===== config.mk =====
export PLATFORM = sky130hd
export DESIGN_NAME = rx_word_classifier
export DESIGN_NICKNAME = d
export VERILOG_FILES = /design/src/rtl/mii_pkg.sv /design/src/rtl/rx_word_classifier.sv
export SDC_FILE = /design/constraint.sdc
export NUM_CORES = 1
export LEC_CHECK = 0
export CAP_MARGIN = 20
export CORE_MARGIN = 2
export CORE_UTILIZATION = 23
export DETAILED_ROUTE_END_ITERATION = 8
export PLACE_DENSITY = 0.95
export SLEW_MARGIN = 20
export SYNTH_ARGS = -nofsm -noshare
export SYNTH_HDL_FRONTEND = slang
export SYNTH_SLANG_ARGS = --single-unit

===== constraint.sdc =====
create_clock -name vclk -period 3.27
set_input_delay 0.4905 -clock vclk [all_inputs]
set_output_delay 0.4905 -clock vclk [all_outputs]
set_load 0.01 [all_outputs]

===== src/rtl/mii_pkg.sv =====
// Shared definitions for the MII receive frame checker: control/payload byte codes,
// the receive word classes, the checker FSM states and the frame error codes.
// No ports; imported by rx_word_classifier and frame_checker.
package mii_pkg;

    localparam logic [7:0] C_IDLE_CODE    = 8'h07;
    localparam logic [7:0] C_START_CODE   = 8'hFB;
    localparam logic [7:0] C_EOF_CODE     = 8'hFD;
    localparam logic [7:0] C_DATA_PATTERN = 8'hAA;

    typedef enum logic [2:0] {
        W_DATA    = 3'd0,
        W_START   = 3'd1,
        W_EOF     = 3'd2,
        W_IDLE    = 3'd3,
        W_BADCTRL = 3'd4
    } word_class_e;

    typedef enum logic {
        S_IDLE  = 1'b0,
        S_FRAME = 1'b1
    } state_e;

    typedef enum logic [2:0] {
        ERR_NONE    = 3'd0,
        ERR_SHORT   = 3'd1,
        ERR_LONG    = 3'd2,
        ERR_PATTERN = 3'd3,
        ERR_RESTART = 3'd4,
        ERR_ABORT   = 3'd5
    } err_code_e;

endpackage


===== src/rtl/rx_word_classifier.sv =====
// Classifies one receive word as DATA / START / EOF / IDLE / BADCTRL.
// Latency: purely combinational. Backpressure: none, evaluates every cycle.
// Ports: i_rx_data (8-bit lanes, lane 0 = [7:0]), i_rx_ctrl (nonzero = control word), o_cls.
module rx_word_classifier
    import mii_pkg::*;
#(
    parameter int         DATA_WIDTH = 64,
    parameter int         CTRL_WIDTH = 8,
    parameter logic [7:0] IDLE_CODE  = C_IDLE_CODE,
    parameter logic [7:0] START_CODE = C_START_CODE,
    parameter logic [7:0] EOF_CODE   = C_EOF_CODE
) (
    input  logic [DATA_WIDTH-1:0] i_rx_data,
    input  logic [CTRL_WIDTH-1:0] i_rx_ctrl,
    output word_class_e           o_cls
);

    localparam int LANES = DATA_WIDTH / 8;

    logic w_any_eof;
    logic w_all_idle;

    always_comb begin
        w_any_eof  = 1'b0;
        w_all_idle = 1'b1;
        for (int i = 0; i < LANES; i++) begin
            if (i_rx_data[8*i +: 8] == EOF_CODE)  w_any_eof  = 1'b1;
            if (i_rx_data[8*i +: 8] != IDLE_CODE) w_all_idle = 1'b0;
        end
    end

    // START wins over EOF, which wins over IDLE; any other control word is malformed.
    always_comb begin
        o_cls = W_BADCTRL;
        if (i_rx_ctrl == '0)                      o_cls = W_DATA;
        else if (i_rx_data[7:0] == START_CODE)    o_cls = W_START;
        else if (w_any_eof)                       o_cls = W_EOF;
        else if (w_all_idle)                      o_cls = W_IDLE;
    end

endmodule


==> Word-level counts from Yosys, hierarchy flattened <==
Cells that the tools add are included.
{ "totals": {"reg_bits": 0, "inputBits": 72, "output_inout_bits": 3, "elab_cells": 38} }
{ "op_classes": {"eq_ne": 17, "n_mux": 20, "n_reduce_logical": 1} }
{ "ops": {"columns": ["op", "n"], "rows": [
  ["8-bit equality test (second input constant)", 9],
  ["8-bit by 3-bit != test with 1-bit output (second input constant)", 8],
  ["1-bit 2-to-1 mux", 16],
  ["3-bit 2-to-1 mux", 4],
  ["8-bit logical NOT", 1]
]} }

==> Longest topological paths before layout <==
Gate-level depths: netlist (run 1).
{ "logic_depth": {"depth_word": 13, "depth_mapped": 4, "depth_no_buf": 4} }

==> Worst setup path after synthesis (run 1) <==
Ideal clock, no wire load.
{ "synth_timing": {"path_type": "input to output", "start": "input i_rx_data[28]", "end": "output o_cls[1]", "t_arrival_ps": 1890, "required_ps": 2779, "setup_slack_ps": 890, "stages": 4, "n_path_buf": 0, "cell_sequence": "nand4bb_1 or4_1 or4_1 a31oi_1"} }
{ "synth_between": {"elab_chain_cells": 10, "word_cells_on_any_way": 16, "cone_classes": "eq/ne: 2; mux: 14"} }
{ "synth_rtl": {"columns": ["element", "line_no", "rtl"], "rows": [
  ["start, declared", "rx_word_classifier.sv:13", "input logic [DATA_WIDTH-1:0] i_rx_data,"],
  ["8-bit by 3-bit != test with 1-bit output", "rx_word_classifier.sv:28", "if (i_rx_data[8*i +: 8] != IDLE_CODE) w_all_idle = 1'b0;"],
  ["1-bit 2-to-1 mux (5 in a row)", "rx_word_classifier.sv:28", null],
  ["3-bit 2-to-1 mux", "rx_word_classifier.sv:38", "else if (w_all_idle) o_cls = W_IDLE;"],
  ["3-bit 2-to-1 mux (*)", "rx_word_classifier.sv:37", "else if (w_any_eof) o_cls = W_EOF;"],
  ["3-bit 2-to-1 mux (*)", "rx_word_classifier.sv:36", "else if (i_rx_data[7:0] == START_CODE) o_cls = W_START;"],
  ["3-bit 2-to-1 mux (*)", "rx_word_classifier.sv:35", "if (i_rx_ctrl == '0) o_cls = W_DATA;"],
  ["end, declared", "rx_word_classifier.sv:15", "output word_class_e o_cls"]
]} }
Mark *: on every way between the ends. The rest lies on a longest branch, timed or not.

==> Final worst setup path (run 1) <==
{ "layout_timing": {"start": "input i_rx_data[28]", "end": "output o_cls[0]"} }
Same word-level chain as after synthesis.

==> flow_summary.json, run 1 <==
{
  "grt_max_degree": 4,
  "ys_types": 15,
  "drv_cap": 0,
  "finalSetupViolCount": 0,
  "multi_input_area_um2": 437,
  "syn_inst": 61,
  "leakagePower_nw": 0.390,
  "syn_nets": 133,
  "grt_pass1_wl_mm": 3.64,
  "fp.dieH_um": 46.8,
  "status": "finished clean",
  "seq_area_frac_synth_pct": 0,
  "drt_wl_total_mm": 2.62,
  "n_antenna_cell": 0,
  "core_mm2": 0.00173,
  "hpwl_mm": 2.35,
  "area_delta_synth_final_pct": 190,
  "io_buffers": 75,
  "min_path_type": "in2out",
  "fp.dieW_um": 46.8,
  "setup_ws_ns": 0.0463,
  "cts-hold-fix-buffers": 0,
  "synth_top_family_by_area": "simple AND/OR/NAND/NOR gates",
  "rows": 15,
  "synth_area_um2": 422,
  "dpl.cell_count": 161,
  "synthAdderAreaFrac_pct": 0,
  "critPathRequiredTime_ns": 2.78,
  "muxShareOfSynthArea_pct": 0,
  "num-fill-cells": 148,
  "nClkBuffers": 0,
  "min_delay_path_depth": 5,
  "powerDensity_mw_per_mm2": 96.8,
  "stdcell_count": 161,
  "drc": 0,
  "synth_xor_area_share_pct": 0,
  "startpoint_type": "input pin",
  "hold_viol": 0,
  "pre_cts_slack_ns": -0.100,
  "wl_per_cell_um": 16.3,
  "ir_drop_uv": 51.4,
  "initial_utilization_pct": 24.4,
  "die_area_mm2": 0.00219,
  "ios": 75,
  "path_class": "in2out",
  "seq_cells": 0,
  "finalPower_uw": 118,
  "routabilityCongestion": 0.974,
  "track_usage_pct": 22.7,
  "drtIter0Drc": 19,
  "critPathMaxFanout": 2,
  "grt_overflow": 0,
  "antenna_found_initial": 0,
  "ys_warn_count": 0,
  "period_minus_slack_ns": 3.22,
  "fmax_mhz": 310,
  "via_per_inst": 5.67,
  "worst_pin_slew_ns": 0.342,
  "postSynthAreaPerCell_um2": 6.91,
  "fin_nets": 210,
  "slew_violations": 0,
  "antenna_left": 0,
  "num_vias": 913,
  "cp.arrival_ns": 2.73,
  "fin_crit_sh_pct": 98.6,
  "synth_compound_area_share_pct": 5.04,
  "relSlewSlack_pct": 77.0,
  "grt_pass1_vias": 913,
  "seqCellArea_um2": 0,
  "first_pass_iters": 4,
  "endpoint_kind": "output pin",
  "synthSimpleGateAreaFrac_pct": 94.1,
  "synth.most_common_cell": "nand4_1",
  "netlist.top_cell.by_area": "nand4_1",
  "drive_gt1_share_pct": 2.21,
  "tns_ns": 0,
  "ys_top_cells_by_area": "nand4_1, nor4b_1, nor4_1, nand4b_1, or4_1",
  "netlist_top_cells_count": "nand4_1, nor4_1, nor4b_1",
  "synth_top_area_share_pct": 20.8
}
-- final cells by class --
type	count	share of cell area, %
Tap cell	25	2.56
Timing Repair Buffer	75	61.4
Multi-Input combinational cell	60	35.8
Inverter	1	0.307
-- worst max-delay path, cell delays in order --
cell,delay [ns]
clkdlybuf4s50_1,0.44
nand4bb_1,0.22
or4_4,0.55
nor4_4,0.30
o21a_1,0.18
clkdlybuf4s50_1,0.54
-- power breakdown --
| group | total [mW] | switching [mW] | internal (mW) |
|---|---|---|---|
| logic | 0.118 | 0.0324 | 0.0857 |
| clock network | 0 | 0 | 0 |
| registers | 0 | 0 | 0 |
-- path summary, 6_finish.rpt --
kind	startpoint	end	slack (ns)
max	i_rx_data[28]	o_cls[0]	0.05
min	i_rx_data[1]	o_cls[1]	2.05
-- metal layers --
metal | wire length (um) | GRT usage [%] | share of wire (%)
met1 | 863 | 22.5 | 33
met2 | 1490 | 49.6 | 57
met3 | 246 | 1.92 | 9.4
met4 | 22 | 3.33 | 0.84
met5 | 0 | 0 | 0
-- cells in the final DEF, fill, tap and decap left out, drive strengths merged, types with 3 or more instances in the layout --
| cell type | count |
|---|---|
| nor2 | 7 |
| or4 | 4 |
| nand4 | 15 |
| nand2 | 3 |
| nand4b | 7 |
| nor4b | 8 |
| clkdlybuf4s50 | 74 |
| nor4 | 10 |
-- logic make-up (layout without fill, tap and decap cells) --
family	after synthesis	after routing
AO/OA/AOI/OAI	3	3
buffers and inverters	1	76
AND/OR/NAND/NOR	57	57
-- per-stage QoR --
step | area [um^2] | utilization [%] | hold slack (ns)
CTS | 1210 | 70.0 | 2.04
floorplan | 422 | - | 1.22
global route | 1220 | 70.7 | 2.08
finish | 1220 | 70.7 | 2.05
global placement | 1200 | 69.7 | 2.20
detailed placement | 1200 | 69.7 | 2.23
-- what timing repair did --
| action | 4_1_cts | 5_1_grt |
|---|---|---|
| setup endpoints to repair | 2 | 1 |
| cloned | 0 | 0 |
| buffers inserted | 0 | 0 |
| resized for setup | 2 | 2 |
Power figures use the tool's default switching activity.
==> inputs of run 2 (changes only) <==
Settings changed: CORE_MARGIN 2 to 1.
==> flow_summary.json, run 2 (synthesis gave the netlist of run 1 again) <==
{
  "cp_top_family": "simple AND/OR/NAND/NOR gates",
  "whs_ns": 2.03,
  "powerDensity_mw_per_mm2": 96.4,
  "slew_violations": 0,
  "ios": 75,
  "crit_slowest_cell": "or4_4",
  "grt_overflow": 0,
  "num_vias": 902,
  "min_from": "i_rx_data[5]",
  "relSlewSlack_pct": 75.9,
  "path_depth": 6,
  "worstPathCellList": "clkdlybuf4s50_1 > nand4bb_1 > or4_4 > nor4_4 > o21a_1 > clkdlybuf4s50_1",
  "min_delay_path_depth": 5,
  "path_class": "in2out",
  "mostFrequentLayoutCells": "clkdlybuf4s50_1, nand4_1, nor4_1",
  "startpoint_type": "input pin",
  "via_per_inst": 5.60,
  "drc": 0,
  "fp.dieW_um": 44.8,
  "wl_per_cell_um": 15.1,
  "grt_pass1_wl_mm": 3.50,
  "postLayoutCoreUtil_pct": 70.7,
  "first_pass_iters": 4,
  "hpwl_mm": 2.21,
  "cp_common_cell": "clkdlybuf4s50_1",
  "critPathMaxFanout": 2,
  "cp_num_buf_inv": 2,
  "initial_utilization_pct": 24.4,
  "fin_crit_sh_pct": 98.3,
  "layout_commonest_cell": "clkdlybuf4s50_1",
  "io_buffers": 75,
  "drv_cap": 0,
  "drtIter0Drc": 22,
  "grt_pass1_vias": 909,
  "antenna_left": 0,
  "cts-hold-fix-buffers": 0,
  "status": "finished clean",
  "cp.arrival_ns": 2.72,
  "nClkBuffers": 0,
  "fp.dieH_um": 44.8,
  "n_antenna_cell": 0,
  "seqCellArea_um2": 0,
  "rows": 15,
  "crit_path_max_incr_delay_ns": 0.56,
  "antenna_found_initial": 0,
  "whs_endpoint": "o_cls[1]",
  "leakagePower_nw": 0.390,
  "area_delta_synth_final_pct": 190,
  "endpoint_kind": "output pin",
  "critPathRequiredTime_ns": 2.78,
  "finalSetupViolCount": 0,
  "die_area_mm2": 0.00201,
  "fmax_mhz": 311,
  "grt_max_degree": 4,
  "fin_nets": 210,
  "drive_gt1_share_pct": 2.21,
  "min_path_type": "in2out",
  "drt_wl_total_mm": 2.44,
  "routabilityCongestion": 0.875,
  "seq_cells": 0,
  "rsz0062_at_grt": "no",
  "hold_viol": 0,
  "ir_drop_uv": 53.4,
  "worst_pin_slew_ns": 0.358,
  "track_usage_pct": 23.1,
  "core_mm2": 0.00173,
  "period_minus_slack_ns": 3.21
}
## run 2: through the flow
stage	cell area [um^2]	cells	setup slack [ns]	power [mW]	setup TNS (ns)
2_1_floorplan	422	61	0.890	0.0135	0
3_3_place_gp	1200	161	-0.0707	0.114	-0.0707
3_5_place_dp	1200	161	-0.136	0.117	-0.136
4_1_cts	1210	161	0.0656	0.117	0
5_1_grt	1220	161	0.0275	0.124	0
6_report	1220	161	0.0555	0.118	0
## run 2: cell type report
class | count | area (um^2)
Fill cell | 163 | 505
Timing Repair Buffer | 75 | 749
Tap cell | 25 | 31.3
Multi-Input combinational cell | 60 | 437
Inverter | 1 | 3.75
## run 2: how the worst max path moves through the flow
| stage | slack, ns | startpoint | endpoint |
|---|---|---|---|
| after CTS | 0.07 | i_rx_data[28] | o_cls[0] |
| after global routing | 0.03 | i_rx_data[28] | o_cls[0] |
| after detailed placement | -0.14 | i_rx_data[28] | o_cls[1] |
| after global placement | -0.07 | i_rx_data[28] | o_cls[1] |
| after floorplan | 0.89 | i_rx_data[28] | o_cls[1] |
| final | 0.06 | i_rx_data[28] | o_cls[0] |
## run 2: repair_timing
item	CTS	global route
gates resized for setup	2	2
hold endpoints to repair	0	0
setup endpoints to repair	2	1
buffers inserted	0	0
## run 2: report_power, final
group	internal, mW	leakage [nW]	switching (mW)
combinational	0.0857	0.390	0.0320
sequential	0	0	0
clock	0	0	0
## run 2: metal layers
| layer | track usage (%) | vias to the layer above | share of wire [%] |
|---|---|---|---|
| met2 | 50.6 | 49 | 56 |
| met1 | 22.9 | 415 | 35 |
| met3 | 1.20 | 4 | 6.8 |
| met4 | 4.85 | 0 | 1.8 |
| met5 | 0 | - | 0 |
| li1 | - | 434 | - |
==> inputs of run 3 (changes only) <==
Settings changed: TNS_END_PERCENT set to 20.
==> results of run 3 <==
Final layout, timing and power as in run 2 (identical DEF).
